[src/rtl/game_pkg.sv]
// -----------------------------------------------------------------------------
// game_pkg
// Shared definitions for the paddle game sequencer:
//   - state_e        : game FSM state encoding (IDLE/SERVE/PLAY/OVER)
//   - DEF_*          : default values for the game_sequencer parameters
//   - PADDLE_*_RST   : paddle coordinates loaded at reset
//   - SCORE_MAX      : saturation value of the binary score
//   - is_move_state(): states in which paddle move requests are accepted
// -----------------------------------------------------------------------------
package game_pkg;

    typedef enum logic [1:0] {
        ST_IDLE  = 2'd0,
        ST_SERVE = 2'd1,
        ST_PLAY  = 2'd2,
        ST_OVER  = 2'd3
    } state_e;

    localparam int DEF_STEP         = 10;
    localparam int DEF_PADDLE_W     = 84;
    localparam int DEF_XMAX         = 639;
    localparam int DEF_YMAX         = 479;
    localparam int DEF_LIVES        = 3;
    localparam int DEF_SERVE_FRAMES = 60;

    localparam logic [9:0] PADDLE_LEFT_RST  = 10'd190;
    localparam logic [9:0] PADDLE_RIGHT_RST = 10'd274;

    localparam logic [9:0] SCORE_MAX  = 10'd999;

    // The score advances once per 2**PRESCALE_W frames of play.
    localparam int PRESCALE_W = 6;

    function automatic logic is_move_state(input state_e s);
        return (s == ST_SERVE) || (s == ST_PLAY);
    endfunction

endpackage

[src/rtl/frame_tick_gen.sv]
// -----------------------------------------------------------------------------
// frame_tick_gen
// Produces a registered one-cycle strobe when the video scan position arrives
// at the last pixel of the frame (XMAX, YMAX). A scan position that stays on
// that pixel for several cycles yields only one strobe.
//
// Ports:
//   clk        in   system clock
//   reset_n    in   asynchronous active-low reset
//   x          in   current scan column [9:0]
//   y          in   current scan row    [8:0]
//   frame_tick out  end-of-frame strobe, 1 cycle after the arrival
// -----------------------------------------------------------------------------
module frame_tick_gen
    import game_pkg::*;
#(
    parameter int XMAX = DEF_XMAX,
    parameter int YMAX = DEF_YMAX
) (
    input  logic       clk,
    input  logic       reset_n,
    input  logic [9:0] x,
    input  logic [8:0] y,
    output logic       frame_tick
);

    logic at_end;
    logic at_end_q;
    logic tick_q;

    assign at_end = (x == 10'(XMAX)) && (y == 9'(YMAX));

    // NOTE: sequential state is updated with non-blocking assignments so every
    // register samples the values from before the clock edge.
    always_ff @(posedge clk or negedge reset_n) begin
        if (!reset_n) begin
            at_end_q <= 1'b0;
            tick_q   <= 1'b0;
        end else begin
            at_end_q <= at_end;
            // Rising edge of the "on last pixel" condition only.
            tick_q   <= at_end && !at_end_q;
        end
    end

    assign frame_tick = tick_q;

endmodule

[src/rtl/game_sequencer.sv]
// -----------------------------------------------------------------------------
// game_sequencer
// Top-level game control for a single-paddle ball game. Runs the
// IDLE -> SERVE -> PLAY -> OVER state machine, keeps lives and score, moves
// the paddle once per frame from latched button presses, and drives the
// collision-engine control and blanking signals. Every output is a register.
//
// Ports:
//   clk          in   system clock (only clock)
//   reset_n      in   asynchronous active-low reset
//   start        in   pulse: start a game (IDLE) / return to IDLE (OVER)
//   move_left    in   pulse: request a left paddle move
//   move_right   in   pulse: request a right paddle move
//   x, y         in   scan position from the video driver
//   lose         in   level: ball missed the paddle
//   paddle_left  out  paddle left edge
//   paddle_right out  paddle right edge (always paddle_left + PADDLE_W)
//   ball_rst     out  holds the collision engine in reset
//   ball_run     out  enables ball motion
//   blank        out  forces black pixels
//   lives        out  remaining lives
//   score        out  binary score, saturating at 999
//   state        out  current FSM state (state_e encoding)
//   frame_tick   out  end-of-frame strobe
// -----------------------------------------------------------------------------
module game_sequencer
    import game_pkg::*;
#(
    parameter int STEP         = DEF_STEP,
    parameter int PADDLE_W     = DEF_PADDLE_W,
    parameter int XMAX         = DEF_XMAX,
    parameter int YMAX         = DEF_YMAX,
    parameter int LIVES        = DEF_LIVES,
    parameter int SERVE_FRAMES = DEF_SERVE_FRAMES
) (
    input  logic       clk,
    input  logic       reset_n,
    input  logic       start,
    input  logic       move_left,
    input  logic       move_right,
    input  logic [9:0] x,
    input  logic [8:0] y,
    input  logic       lose,
    output logic [9:0] paddle_left,
    output logic [9:0] paddle_right,
    output logic       ball_rst,
    output logic       ball_run,
    output logic       blank,
    output logic [1:0] lives,
    output logic [9:0] score,
    output logic [1:0] state,
    output logic       frame_tick
);

    // Serve counter holds 0 .. SERVE_FRAMES-1.
    localparam int SERVE_W = (SERVE_FRAMES > 1) ? $clog2(SERVE_FRAMES) : 1;

    // -------------------------------------------------------------------------
    // Registers
    // -------------------------------------------------------------------------
    state_e               state_q,         state_d;
    logic [1:0]           lives_q,         lives_d;
    logic [9:0]           score_q,         score_d;
    logic [9:0]           paddle_left_q,   paddle_left_d;
    logic [9:0]           paddle_right_q,  paddle_right_d;
    logic [SERVE_W-1:0]   serve_cnt_q,     serve_cnt_d;
    logic [PRESCALE_W-1:0] prescale_q,     prescale_d;
    logic                 pending_left_q,  pending_left_d;
    logic                 pending_right_q, pending_right_d;
    logic                 lose_q;
    logic                 ball_rst_q;
    logic                 ball_run_q;
    logic                 blank_q;

    // -------------------------------------------------------------------------
    // Frame strobe
    // -------------------------------------------------------------------------
    logic tick;

    frame_tick_gen #(
        .XMAX (XMAX),
        .YMAX (YMAX)
    ) u_frame_tick_gen (
        .clk        (clk),
        .reset_n    (reset_n),
        .x          (x),
        .y          (y),
        .frame_tick (tick)
    );

    // -------------------------------------------------------------------------
    // Event decode
    // -------------------------------------------------------------------------
    logic        lose_rise;
    logic        move_ok;
    logic        want_left;
    logic        want_right;
    logic [10:0] right_sum;
    logic [9:0]  left_moved;
    logic [9:0]  right_moved;

    // lose history is sampled every cycle, so a level held across a state
    // change never looks like a fresh edge.
    assign lose_rise  = lose && !lose_q;
    assign move_ok    = is_move_state(state_q);

    // A press in the same cycle as the frame strobe still counts for that frame.
    assign want_left  = pending_left_q  || (move_ok && move_left);
    assign want_right = pending_right_q || (move_ok && move_right);

    // Clamp the moving edge first, then derive the partner edge from it; the
    // 11-bit sum keeps the right-edge clamp free of wrap-around.
    assign right_sum   = {1'b0, paddle_right_q} + 11'(STEP);
    assign left_moved  = (paddle_left_q >= 10'(STEP)) ? (paddle_left_q - 10'(STEP)) : 10'd0;
    assign right_moved = (right_sum > 11'(XMAX)) ? 10'(XMAX) : right_sum[9:0];

    // -------------------------------------------------------------------------
    // Next-state logic
    // -------------------------------------------------------------------------
    // NOTE: every variable gets its hold value first so no path through the
    // block leaves one unassigned, which would otherwise infer a latch.
    always_comb begin
        state_d         = state_q;
        lives_d         = lives_q;
        score_d         = score_q;
        paddle_left_d   = paddle_left_q;
        paddle_right_d  = paddle_right_q;
        serve_cnt_d     = serve_cnt_q;
        prescale_d      = prescale_q;
        pending_left_d  = want_left;
        pending_right_d = want_right;

        case (state_q)
            ST_IDLE: begin
                if (start) begin
                    state_d = ST_SERVE;
                    lives_d = 2'(LIVES);
                    score_d = 10'd0;
                end
            end

            ST_SERVE: begin
                if (tick) begin
                    if (serve_cnt_q == SERVE_W'(SERVE_FRAMES - 1)) begin
                        state_d = ST_PLAY;
                    end else begin
                        serve_cnt_d = serve_cnt_q + SERVE_W'(1);
                    end
                end
            end

            ST_PLAY: begin
                // A miss wins over a coincident frame strobe: no score step.
                if (lose_rise) begin
                    if (lives_q > 2'd1) begin
                        state_d = ST_SERVE;
                        lives_d = lives_q - 2'd1;
                    end else begin
                        state_d = ST_OVER;
                        lives_d = 2'd0;
                    end
                end else if (tick) begin
                    prescale_d = prescale_q + PRESCALE_W'(1);
                    if ((prescale_q == '1) && (score_q < SCORE_MAX)) begin
                        score_d = score_q + 10'd1;
                    end
                end
            end

            ST_OVER: begin
                if (start) begin
                    state_d = ST_IDLE;
                end
            end

            default: begin
                state_d = ST_IDLE;
            end
        endcase

        // Paddle update: one move per frame, none if both directions pending.
        if (tick && move_ok) begin
            pending_left_d  = 1'b0;
            pending_right_d = 1'b0;
            if (want_left && !want_right) begin
                paddle_left_d  = left_moved;
                paddle_right_d = left_moved + 10'(PADDLE_W);
            end else if (want_right && !want_left) begin
                paddle_right_d = right_moved;
                paddle_left_d  = right_moved - 10'(PADDLE_W);
            end
        end

        // Entering any state starts with no stale requests and fresh counters.
        if (state_d != state_q) begin
            pending_left_d  = 1'b0;
            pending_right_d = 1'b0;
            serve_cnt_d     = '0;
            prescale_d      = '0;
        end
    end

    // -------------------------------------------------------------------------
    // State registers
    // -------------------------------------------------------------------------
    always_ff @(posedge clk or negedge reset_n) begin
        if (!reset_n) begin
            state_q         <= ST_IDLE;
            lives_q         <= 2'(LIVES);
            score_q         <= 10'd0;
            paddle_left_q   <= PADDLE_LEFT_RST;
            paddle_right_q  <= PADDLE_RIGHT_RST;
            serve_cnt_q     <= '0;
            prescale_q      <= '0;
            pending_left_q  <= 1'b0;
            pending_right_q <= 1'b0;
            lose_q          <= 1'b0;
            ball_rst_q      <= 1'b1;
            ball_run_q      <= 1'b0;
            blank_q         <= 1'b0;
        end else begin
            state_q         <= state_d;
            lives_q         <= lives_d;
            score_q         <= score_d;
            paddle_left_q   <= paddle_left_d;
            paddle_right_q  <= paddle_right_d;
            serve_cnt_q     <= serve_cnt_d;
            prescale_q      <= prescale_d;
            pending_left_q  <= pending_left_d;
            pending_right_q <= pending_right_d;
            lose_q          <= lose;
            // Decoded from the next state so they change together with state.
            ball_rst_q      <= (state_d != ST_PLAY);
            ball_run_q      <= (state_d == ST_PLAY);
            blank_q         <= (state_d == ST_OVER);
        end
    end

    // -------------------------------------------------------------------------
    // Outputs
    // -------------------------------------------------------------------------
    assign paddle_left  = paddle_left_q;
    assign paddle_right = paddle_right_q;
    assign ball_rst     = ball_rst_q;
    assign ball_run     = ball_run_q;
    assign blank        = blank_q;
    assign lives        = lives_q;
    assign score        = score_q;
    assign state        = state_q;
    assign frame_tick   = tick;

endmodule

[config.mk]
export PLATFORM = sky130hd
export DESIGN_NAME = game_sequencer
export DESIGN_NICKNAME = d
export VERILOG_FILES = /design/src/rtl/game_pkg.sv /design/src/rtl/frame_tick_gen.sv /design/src/rtl/game_sequencer.sv
export SDC_FILE = /design/constraint.sdc
export NUM_CORES = 1
export LEC_CHECK = 0
export ABC_AREA = 1
export CORE_MARGIN = 8
export CORE_UTILIZATION = 48
export DETAILED_ROUTE_END_ITERATION = 16
export PLACE_DENSITY_LB_ADDON = 0.15
export SETUP_SLACK_MARGIN = 0.5
export SLEW_MARGIN = 20
export SYNTH_ARGS = -nofsm -noshare
export SYNTH_HDL_FRONTEND = slang
export SYNTH_SLANG_ARGS = --single-unit
[constraint.sdc]
create_clock -name clk -period 2.3 [get_ports clk]
set_input_delay 0.23 -clock clk [delete_from_list [all_inputs] [get_ports clk]]
set_output_delay 0.23 -clock clk [all_outputs]
set_load 0.005 [all_outputs]
==> Yosys cells after proc, flatten, opt, wreduce, memory -nomap -nowiden <==
Cells that the tools add are included.
{ "classes": {"addsub": 8, "multipliers": 0, "n_div": 0, "order_cmp": 4, "eq_ne": 18, "shift": 0, "muxes": 34, "bitwise": 0, "n_reduce_logical": 27} }
{ "op_table": {"columns": ["cell", "n"], "rows": [
  ["10-bit 2-to-1 mux", 10],
  ["6-bit 2-to-1 mux", 8],
  ["10-bit case mux with 2 select lines", 1],
  ["2-bit 2-to-1 mux", 9],
  ["6-bit by 1-bit adder with 6-bit output, second input constant", 2],
  ["6-bit equality test, second input constant", 2],
  ["10-bit by 4-bit adder with 11-bit output, second input constant", 1],
  ["11-bit by 10-bit greater-than comparator with 1-bit output, second input constant", 1],
  ["10-bit by 1-bit adder with 10-bit output, second input constant", 1],
  ["10-bit by 7-bit adder with 10-bit output, second input constant", 1],
  ["10-bit equality test, second input constant", 1],
  ["10-bit by 4-bit greater-or-equal comparator with 1-bit output, second input constant", 1],
  ["10-bit < comparator, second input constant", 1],
  ["2-bit nonzero test", 5],
  ["10-bit by 4-bit subtractor with 10-bit output, second input constant", 1],
  ["10-bit by 7-bit subtractor with 10-bit output, second input constant", 1],
  ["9-bit equality test, second input constant", 1],
  ["1-bit logical AND", 9],
  ["3-bit AND reduction", 3],
  ["2-bit equality test, second input constant", 4],
  ["2-bit by 1-bit != test with 1-bit output, second input constant", 4],
  ["2-bit != test, second input constant", 4],
  ["2-bit case mux with 4 select lines", 1],
  ["5-bit AND reduction", 1],
  ["10 further kinds", 18]
]} }
{ "totals": {"register_bits": 54, "latch_bits": 0, "ram_bits": 0, "romBits": 0, "elab_cells": 106, "memories": 0} }

==> Logic depth before layout (Yosys ltp) <==
Gate-level depths: netlist (run 1).
{ "depth": {"depth_word": 8, "mapped_depth": 22, "depth_no_buf": 22} }

==> By module <==
A second synthesis (run 1) with hierarchy kept.
{ "unflattened": {"hier_cells": 482, "area_unflattened_um2": 3462.1} }
{ "modules_own_cells": {"columns": ["module", "instances", "cells_per_inst", "area_per_inst_um2", "seq_area_each_um2"], "rows": [
  ["game_sequencer", 1, 458, 3321.9, 1265.0],
  ["frame_tick_gen", 1, 24, 140.1, 50.0]
]} }

==> Least setup slack after synthesis (run 1) <==
OpenSTA, ideal clock, no wires.
{ "synth_path": {"kind": "register to register", "start": "register paddle_left_q[1], in the netlist paddle_left[1]", "end": "register paddle_left_q[8], in the netlist paddle_left[8]", "setup_ns": 0.117, "arrival_ns": 2.264, "path_slack_ns": -0.080, "stages_incl_launch_ff": 21, "path_buffers": 0, "cell_sequence": "dfstp_2 inv_1 ha_1 nor2_1 nor2_1 nand2_1 nor2_1 nand3_1 nand3_2 nand2_4 inv_1 nor2_1 ha_1 inv_1 nand2_2 nand2_2 nand2_2 a21oi_1 nand2_1 nand2_1 nand2_1"} }
{ "synth_via": {"elab_chain_cells": 3, "word_cells_on_any_way": 4, "classes_between": "add/sub (1); order compare (1); mux (2)"} }
{ "synth_lines": {"columns": ["element", "line", "rtl"], "rows": [
  ["start: declaration", "game_sequencer.sv:64", "logic [9:0] paddle_left_q, paddle_left_d;"],
  ["start signal: assignment", "game_sequencer.sv:225", "paddle_left_q <= paddle_left_d;"],
  ["10-bit by 4-bit subtractor with 10-bit output or 10-bit by 4-bit greater-or-equal comparator with 1-bit output (tied branches)", "game_sequencer.sv:114", "assign left_moved = (paddle_left_q >= 10'(STEP)) ? (paddle_left_q - 10'(STEP)) : 10'd0;"],
  ["10-bit 2-to-1 mux *", "game_sequencer.sv:114", null],
  ["10-bit 2-to-1 mux *", "game_sequencer.sv:185", "if (want_left && !want_right) begin"]
]} }
Mark *: on every way between the ends. The rest lies on a longest branch, timed or not.
A chain may end at the register's enable or synchronous reset.

==> Worst setup path in the final report (run 1) <==
Same ends and word-level chain as after synthesis.

==> results.txt, run 1 <==
status -> finished, violations left
failing checks -> negative setup slack
Pwr Total -> 1780 uW
Netlist cell types -> 41
effective utilization at floorplan -> 0.495
IO buf count -> 62
Clock Latency Late Sink -> 330 ps
fraction of layout cells with a size suffix above 1 -> 0.429
clk slew on worst S/H paths -> 110 ps
Clock Sinks -> 52
fmax -> 404 MHz
initial antenna violation count -> 0
r2r setup slk -> -170 ps
Final ANT Viol Nets -> 0
#FFs+latches synth -> 52
Mapped Cells -> 452
DP Area -> 4310 um2
IO Count -> 63
Crit Path Class -> flip-flop to flip-flop
crit path from -> paddle_left[1]
Die Area -> 9900 um2
RSZ-0062 raised after global routing -> true
Max Clock Skew -> 14.5 ps
router iterations before antenna repair -> 6
fin worst setup slack -> -174 ps
Worst Tran Pin Value -> 388 ps
Synth Cell Area -> 3350 um2
top_reg_cell synth -> dfrtp_1
first-pass GRT wire length -> 16100 um
First DRT Iteration DRCs -> 285
Cell Rows -> 30
fin nets -> 627
Hold Path Class -> primary input to flip-flop
GRT overflow -> 0
warnings from Yosys -> 0
Req. time, crit path -> 2530 ps
worst reg2reg endpoint -> paddle_left[8]
TritonCTS clock tree -> built
drc violations -> 0
syn_nets -> 490
Worst VDD drop -> 0.000279 V
mean post-synth cell area -> 7.40 um2
R2R cell count -> 19
CP Data Arrival Time -> 2700 ps
crit path max fanout -> 6
Num CTS Buffers -> 5
clock buffer depth -> 2
Worst Setup EP -> paddle_left[8]
Crit Reg-Reg Startpoint -> paddle_left[1]
proportion of synthesized flip-flops having asynchronous set or reset -> 1.00
ANT cells -> 0
final WL -> 10900 um
CP Launch Type -> flip-flop
Slew headroom -> 0.740
final worst path period need -> 2470 ps
Leakage Power -> 0.00259 uW
pin count of the biggest net entering global routing -> 53
H-tree Lvls -> 2
Final Cell Area -> 5400 um2
CTS Root Cell -> clkbuf_8
die height -> 99.5 um
Post-synth EDFFs -> 0
vias in the first global route -> 3450
fin crit share -> 1.08
vias per cell -> 5.47
final slew viol count -> 0
RD Place Congestion -> 0.887
Core Area -> 6760 um2
max-cap check violation count -> 0
Wirelength per Cell -> 16.2 um
final hold violation count -> 0
Worst Setup End Kind -> flip-flop
dpl hpwl -> 6130 um
GRT Total Usage -> 0.198
Layout area overhead -> 61.5%
sequential-to-total area share from yosys stat -> 0.393
Final setup violation count -> 7
Die Span X -> 99.5 um
Pwr Density -> 329 nW/um2
detailed-route via count -> 3665
critical path, stage by stage (launching register included):
cell	delay (ps)
dfstp_2	620
ha_4	160
inv_2	40
nand2_4	70
nand2_4	60
o21ai_2	120
nand2_1	90
nor2_2	100
nand3_2	100
nand2_4	120
buf_4	190
nand2_2	90
inv_2	110
nand2_4	80
nand2_4	90
nand3_1	80
nand2_1	80
nand2_1	60
nand2_1	70
nand2_1	40
sequential cells by signal, summed over array words and instances, names as in the netlist:
name and cells:
u_frame_tick_gen.frame_tick 1, score 10, lives 2, state 2, ball_run 1, pending_right_q 1
lose_q 1, blank 1, paddle_right 8, prescale_q 6, pending_left_q 1, paddle_left 10
u_frame_tick_gen.at_end_q 1, ball_rst 1, serve_cnt_q 6
worst min-delay path by stage:
stage / slack (ps) / endpoint / start / cells past startpoint
after CTS: 390 / lose_q / lose / 1
after global placement: 240 / score[5] / reset_n / 2
final: 390 / lose_q / lose / 1
after global routing: 380 / lose_q / lose / 1
after detailed placement: 250 / score[5] / reset_n / 2
after floorplan: -70 / ball_run / reset_n / 0
cell usage in the layout, fill, tap and decap left out, drive strengths merged, types with 2 or more instances in the layout:
| cell type | netlist | final |
|---|---|---|
| a21oi | 19 | 19 |
| a31oi | 2 | 2 |
| and3 | 3 | 3 |
| buf | 4 | 75 |
| clkbuf | 4 | 5 |
| clkdlybuf4s50 | 0 | 60 |
| clkinv | 4 | 5 |
| dfrtp | 41 | 41 |
| dfstp | 11 | 11 |
| ha | 13 | 13 |
| inv | 71 | 72 |
| nand2 | 106 | 106 |
| nand3 | 34 | 35 |
| nand4 | 7 | 7 |
| nor2 | 51 | 51 |
| nor3 | 13 | 13 |
| nor3b | 7 | 7 |
| o211ai | 3 | 3 |
| o21a | 2 | 2 |
| o21ai | 31 | 31 |
| o22ai | 5 | 5 |
| or2 | 2 | 2 |
| xor2 | 12 | 12 |
cells by family after synthesis:
family,Yosys count,synth area share
AOI/OAI and AO/OA,67,0.113
xor gates and xnor gates,13,0.0363
adders and majority gates,13,0.0486
buffers and inverters,83,0.0961
DFF,52,0.393
and+or+nand+nor,224,0.313
layer usage:
metal / part of all wire / track usage / vias to the layer above
met5: 0 / 0 / -
met4: 0.031 / 0.0698 / 0
met1: 0.40 / 0.246 / 1735
met2: 0.50 / 0.331 / 164
met3: 0.067 / 0.0426 / 29
li1: - / - / 1737
cell usage after synthesis, drive strengths merged (5+ instances only):
library cell / number / area share
nor2: 51 / 0.062
dfrtp: 41 / 0.31
o22ai: 5 / 0.0093
nand2: 106 / 0.13
nand4: 7 / 0.013
xor2: 12 / 0.034
dfstp: 11 / 0.086
o21ai: 31 / 0.049
ha: 13 / 0.049
inv: 71 / 0.080
a21oi: 19 / 0.028
nand3: 34 / 0.055
nor3b: 7 / 0.017
nor3: 13 / 0.019
per-stage QoR:
stage	utilization	hold slack, ps	setup slack, ps	cells	TNS, ps
floorplan	-	-65.6	-25.9	452	-25.9
global placement	0.639	244	-19.7	606	-19.7
detailed placement	0.639	246	-106	606	-266
CTS	0.738	387	-80.5	650	-137
global route	0.800	375	-346	670	-1980
finish	0.800	389	-174	670	-770
layout make-up:
class	instances	area, um2
timing repair buffer	137	1270
sequential	52	1320
multi-input combinational	318	2320
fill	398	1350
clock inverter	3	22.5
inverter	75	310
clock buffer	5	68.8
tap	80	100
where the power goes:
group	total [uW]	internal, uW	switching, uW
clock network	576	220	357
registers	964	942	21.3
logic	236	118	119
total	1780	1280	497
timing repair:
item                       CTS  global route
resized for setup           82            80
pin swaps                   47            49
hold endpoints to repair    41             0
buffers inserted            34            20
cloned                       1             0
hold buffers                 1             0
setup endpoints to repair   43            48
Power figures use the tool's default switching activity.
==> run 2: changes to the inputs <==
--- a/config.mk
+++ b/config.mk
@@ -7,7 +7,7 @@
 export LEC_CHECK = 0
 export ABC_AREA = 1
 export CORE_MARGIN = 8
-export CORE_UTILIZATION = 48
+export CORE_UTILIZATION = 38
 export DETAILED_ROUTE_END_ITERATION = 16
 export PLACE_DENSITY_LB_ADDON = 0.15
 export SETUP_SLACK_MARGIN = 0.5
==> run 2 against run 1 <==
Against the previous run:
- the run still ends with negative setup slack left
- sequential power hardly changed
- largest cell class unchanged
- first-iteration DRC count is 55% lower
- critical path type unchanged
- global-route usage is 3.9 points lower
- cell count is 4.3% higher
==> results.txt, run 2 (synthesis gave the netlist of run 1 again) <==
max-cap check violation count -> 0 (unchanged)
clock buffer depth -> 2 (unchanged)
dpl hpwl -> 6450 um (+5.3%)
worst reg2reg endpoint -> paddle_left[8]
first-pass GRT wire length -> 15600 um (-3.3%)
Worst Tran Pin Value -> 467 ps (+79.2 ps)
Worst VDD drop -> 0.000225 V (-19%)
final slew viol count -> 0 (unchanged)
Worst Setup End Kind -> flip-flop
Wirelength per Cell -> 14.5 um (-11%)
fin worst setup slack -> -131 ps (+43.5 ps)
drc violations -> 0 (unchanged)
commonest non-fill, non-tap cell in the layout -> nand2_1
CP Launch Type -> flip-flop
Clock Sinks -> 52 (unchanged)
Max Clock Skew -> 12.8 ps (-1.70 ps)
Leakage Power -> 0.00259 uW (-0.16%)
Core Area -> 8640 um2 (+28%)
detailed-route via count -> 3458 (-5.6%)
most frequent cells in the layout -> nand2_1 (72), clkdlybuf4s50_1 (59), buf_4 (54)
final hold violation count -> 0 (unchanged)
IO buf count -> 62 (unchanged)
router iterations before antenna repair -> 5 (-1)
fin nets -> 628 (+0.16%)
fraction of layout cells with a size suffix above 1 -> 0.421 (-0.00749)
status -> finished, violations left
First DRT Iteration DRCs -> 129 (-55%)
Req. time, crit path -> 2520 ps (about the same)
Clock Latency Late Sink -> 310 ps (-20 ps)
vias in the first global route -> 3386 (-1.9%)
CTS Root Cell -> clkbuf_8
hold_ws -> 392 ps (+3.37 ps)
failing checks -> negative setup slack
RD Place Congestion -> 0.839 (-5.3%)
effective utilization at floorplan -> 0.387 (-0.108)
clk slew on worst S/H paths -> 100 ps (about the same)
Cell Rows -> 34 (+13%)
initial antenna violation count -> 0 (unchanged)
r2r setup slk -> -130 ps (+40 ps)
fin crit share -> 1.06 (-0.0189)
Layout area overhead -> 65.0%
Crit Reg-Reg Startpoint -> paddle_left[1]
storage element area -> 1320 um2 (about the same)
Hold Path Class -> primary input to async pin
fmax -> 411 MHz (+1.8%)
RSZ-0062 raised after global routing -> true
crit path max fanout -> 5 (-1)
CP Data Arrival Time -> 2650 ps (-50 ps)
die height -> 110 um (+10%)
Final setup violation count -> 9 (+2)
pin count of the biggest net entering global routing -> 21 (-60%)
Fill cells -> 708 (+78%)
Die Area -> 12100 um2 (+22%)
Final ANT Viol Nets -> 0 (unchanged)
Die Span X -> 110 um (+10%)
H-tree Lvls -> 2 (unchanged)
TritonCTS clock tree -> built
Slew headroom -> 0.689 (-0.0508)
IO Count -> 63 (unchanged)
Crit Path Class -> flip-flop to flip-flop
Pwr Total -> 1870 uW (+5.0%)
vias per cell -> 4.95 (-9.6%)
GRT overflow -> 0 (unchanged)
final worst path period need -> 2430 ps (-43.5 ps)
area of the multi-input gates -> 2370 um2 (+2.2%)
Num CTS Buffers -> 5 (unchanged)
Pwr Density -> 338 nW/um2 (+2.8%)
final WL -> 10100 um (-7.0%)
GRT Total Usage -> 0.159 (-0.0388)
R2R cell count -> 21 (+2)
ANT cells -> 0 (unchanged)
==> run 2: changes by cell type in the layout (fill, tap and decap cells not counted), moves of 4 or more <==
cell	before	now
nor2_4	8	14
nor2_2	18	13
buf_6	16	21
o21ai_1	14	18
inv_1	48	52
inv_2	18	13
nand2_1	67	72
nand2_4	19	11
==> run 2: power by group <==
part           switching (uW)  total (uW)  internal [uW]  leakage (uW)
combinational             120         252            132       0.00194
sequential               21.5         964            942      0.000591
clock                     320         650            329     0.0000558
total                     462        1870           1400       0.00259
==> run 2: through the flow <==
step	worst slack [ps]	TNS, ps	instances	area, um2	util
6_report	-131	-669	699	5520	0.639
5_1_grt	-319	-2430	699	5520	0.639
4_1_cts	-76.7	-115	679	5070	0.587
3_5_place_dp	-140	-271	639	4370	0.507
3_3_place_gp	-33.5	-33.5	639	4370	0.507
2_1_floorplan	-25.9	-25.9	452	3490	-
==> run 2: routing by layer <==
metal  track usage  share of wire  wire length, um
met3        0.0363          0.054              549
met5             0              0                0
met1         0.206           0.44             4430
met4        0.0395          0.019              188
met2         0.262           0.49             4940
==> run 2: final cells by class <==
type                            count  share of cell area
Tap cell                          108              0.0245
Multi-Input combinational cell    317               0.429
Timing Repair Buffer              139               0.232
Inverter                           75              0.0555
Clock buffer                        6              0.0131
Sequential cell                    52               0.239
Clock inverter                      2             0.00703
==> run 2: how the worst max path moves through the flow <==
stage / from / endpoint / slack [ps] / cells after the start
final: paddle_left[1] / paddle_left[8] / -130 / 21
after global routing: paddle_left[1] / paddle_left[8] / -320 / 20
after CTS: paddle_left[1] / paddle_left[8] / -80 / 20
after detailed placement: paddle_left[1] / paddle_left[8] / -140 / 21
after global placement: paddle_left[1] / paddle_left[8] / -30 / 21
after floorplan: paddle_left[1] / paddle_left[8] / -30 / 21
==> run 2: timing repair <==
item                                    4_1_cts  5_1_grt
endpoints found under the hold margin        15        0
hold buffers                                  1        0
endpoints found under the setup margin       44       43
resized for setup                            93       76
setup buffers                                31       20
pin swaps                                    41       29
==> run 2: critical path: stages (launching register included) <==
cell and delay [ps]:
dfstp_2 620, ha_4 170, inv_4 30, nand2_4 70
nand2_4 60, nor2_4 100, nand2_2 50, xor2_1 150
nand2_2 100, nand2_4 120, inv_4 50, nor2_4 90
ha_4 150, inv_2 40, nand2_2 70, nand2_2 60
nand2_2 90, nand3_1 80, nand2_1 70, nand2_1 50
nand2_1 70, nand2_1 50
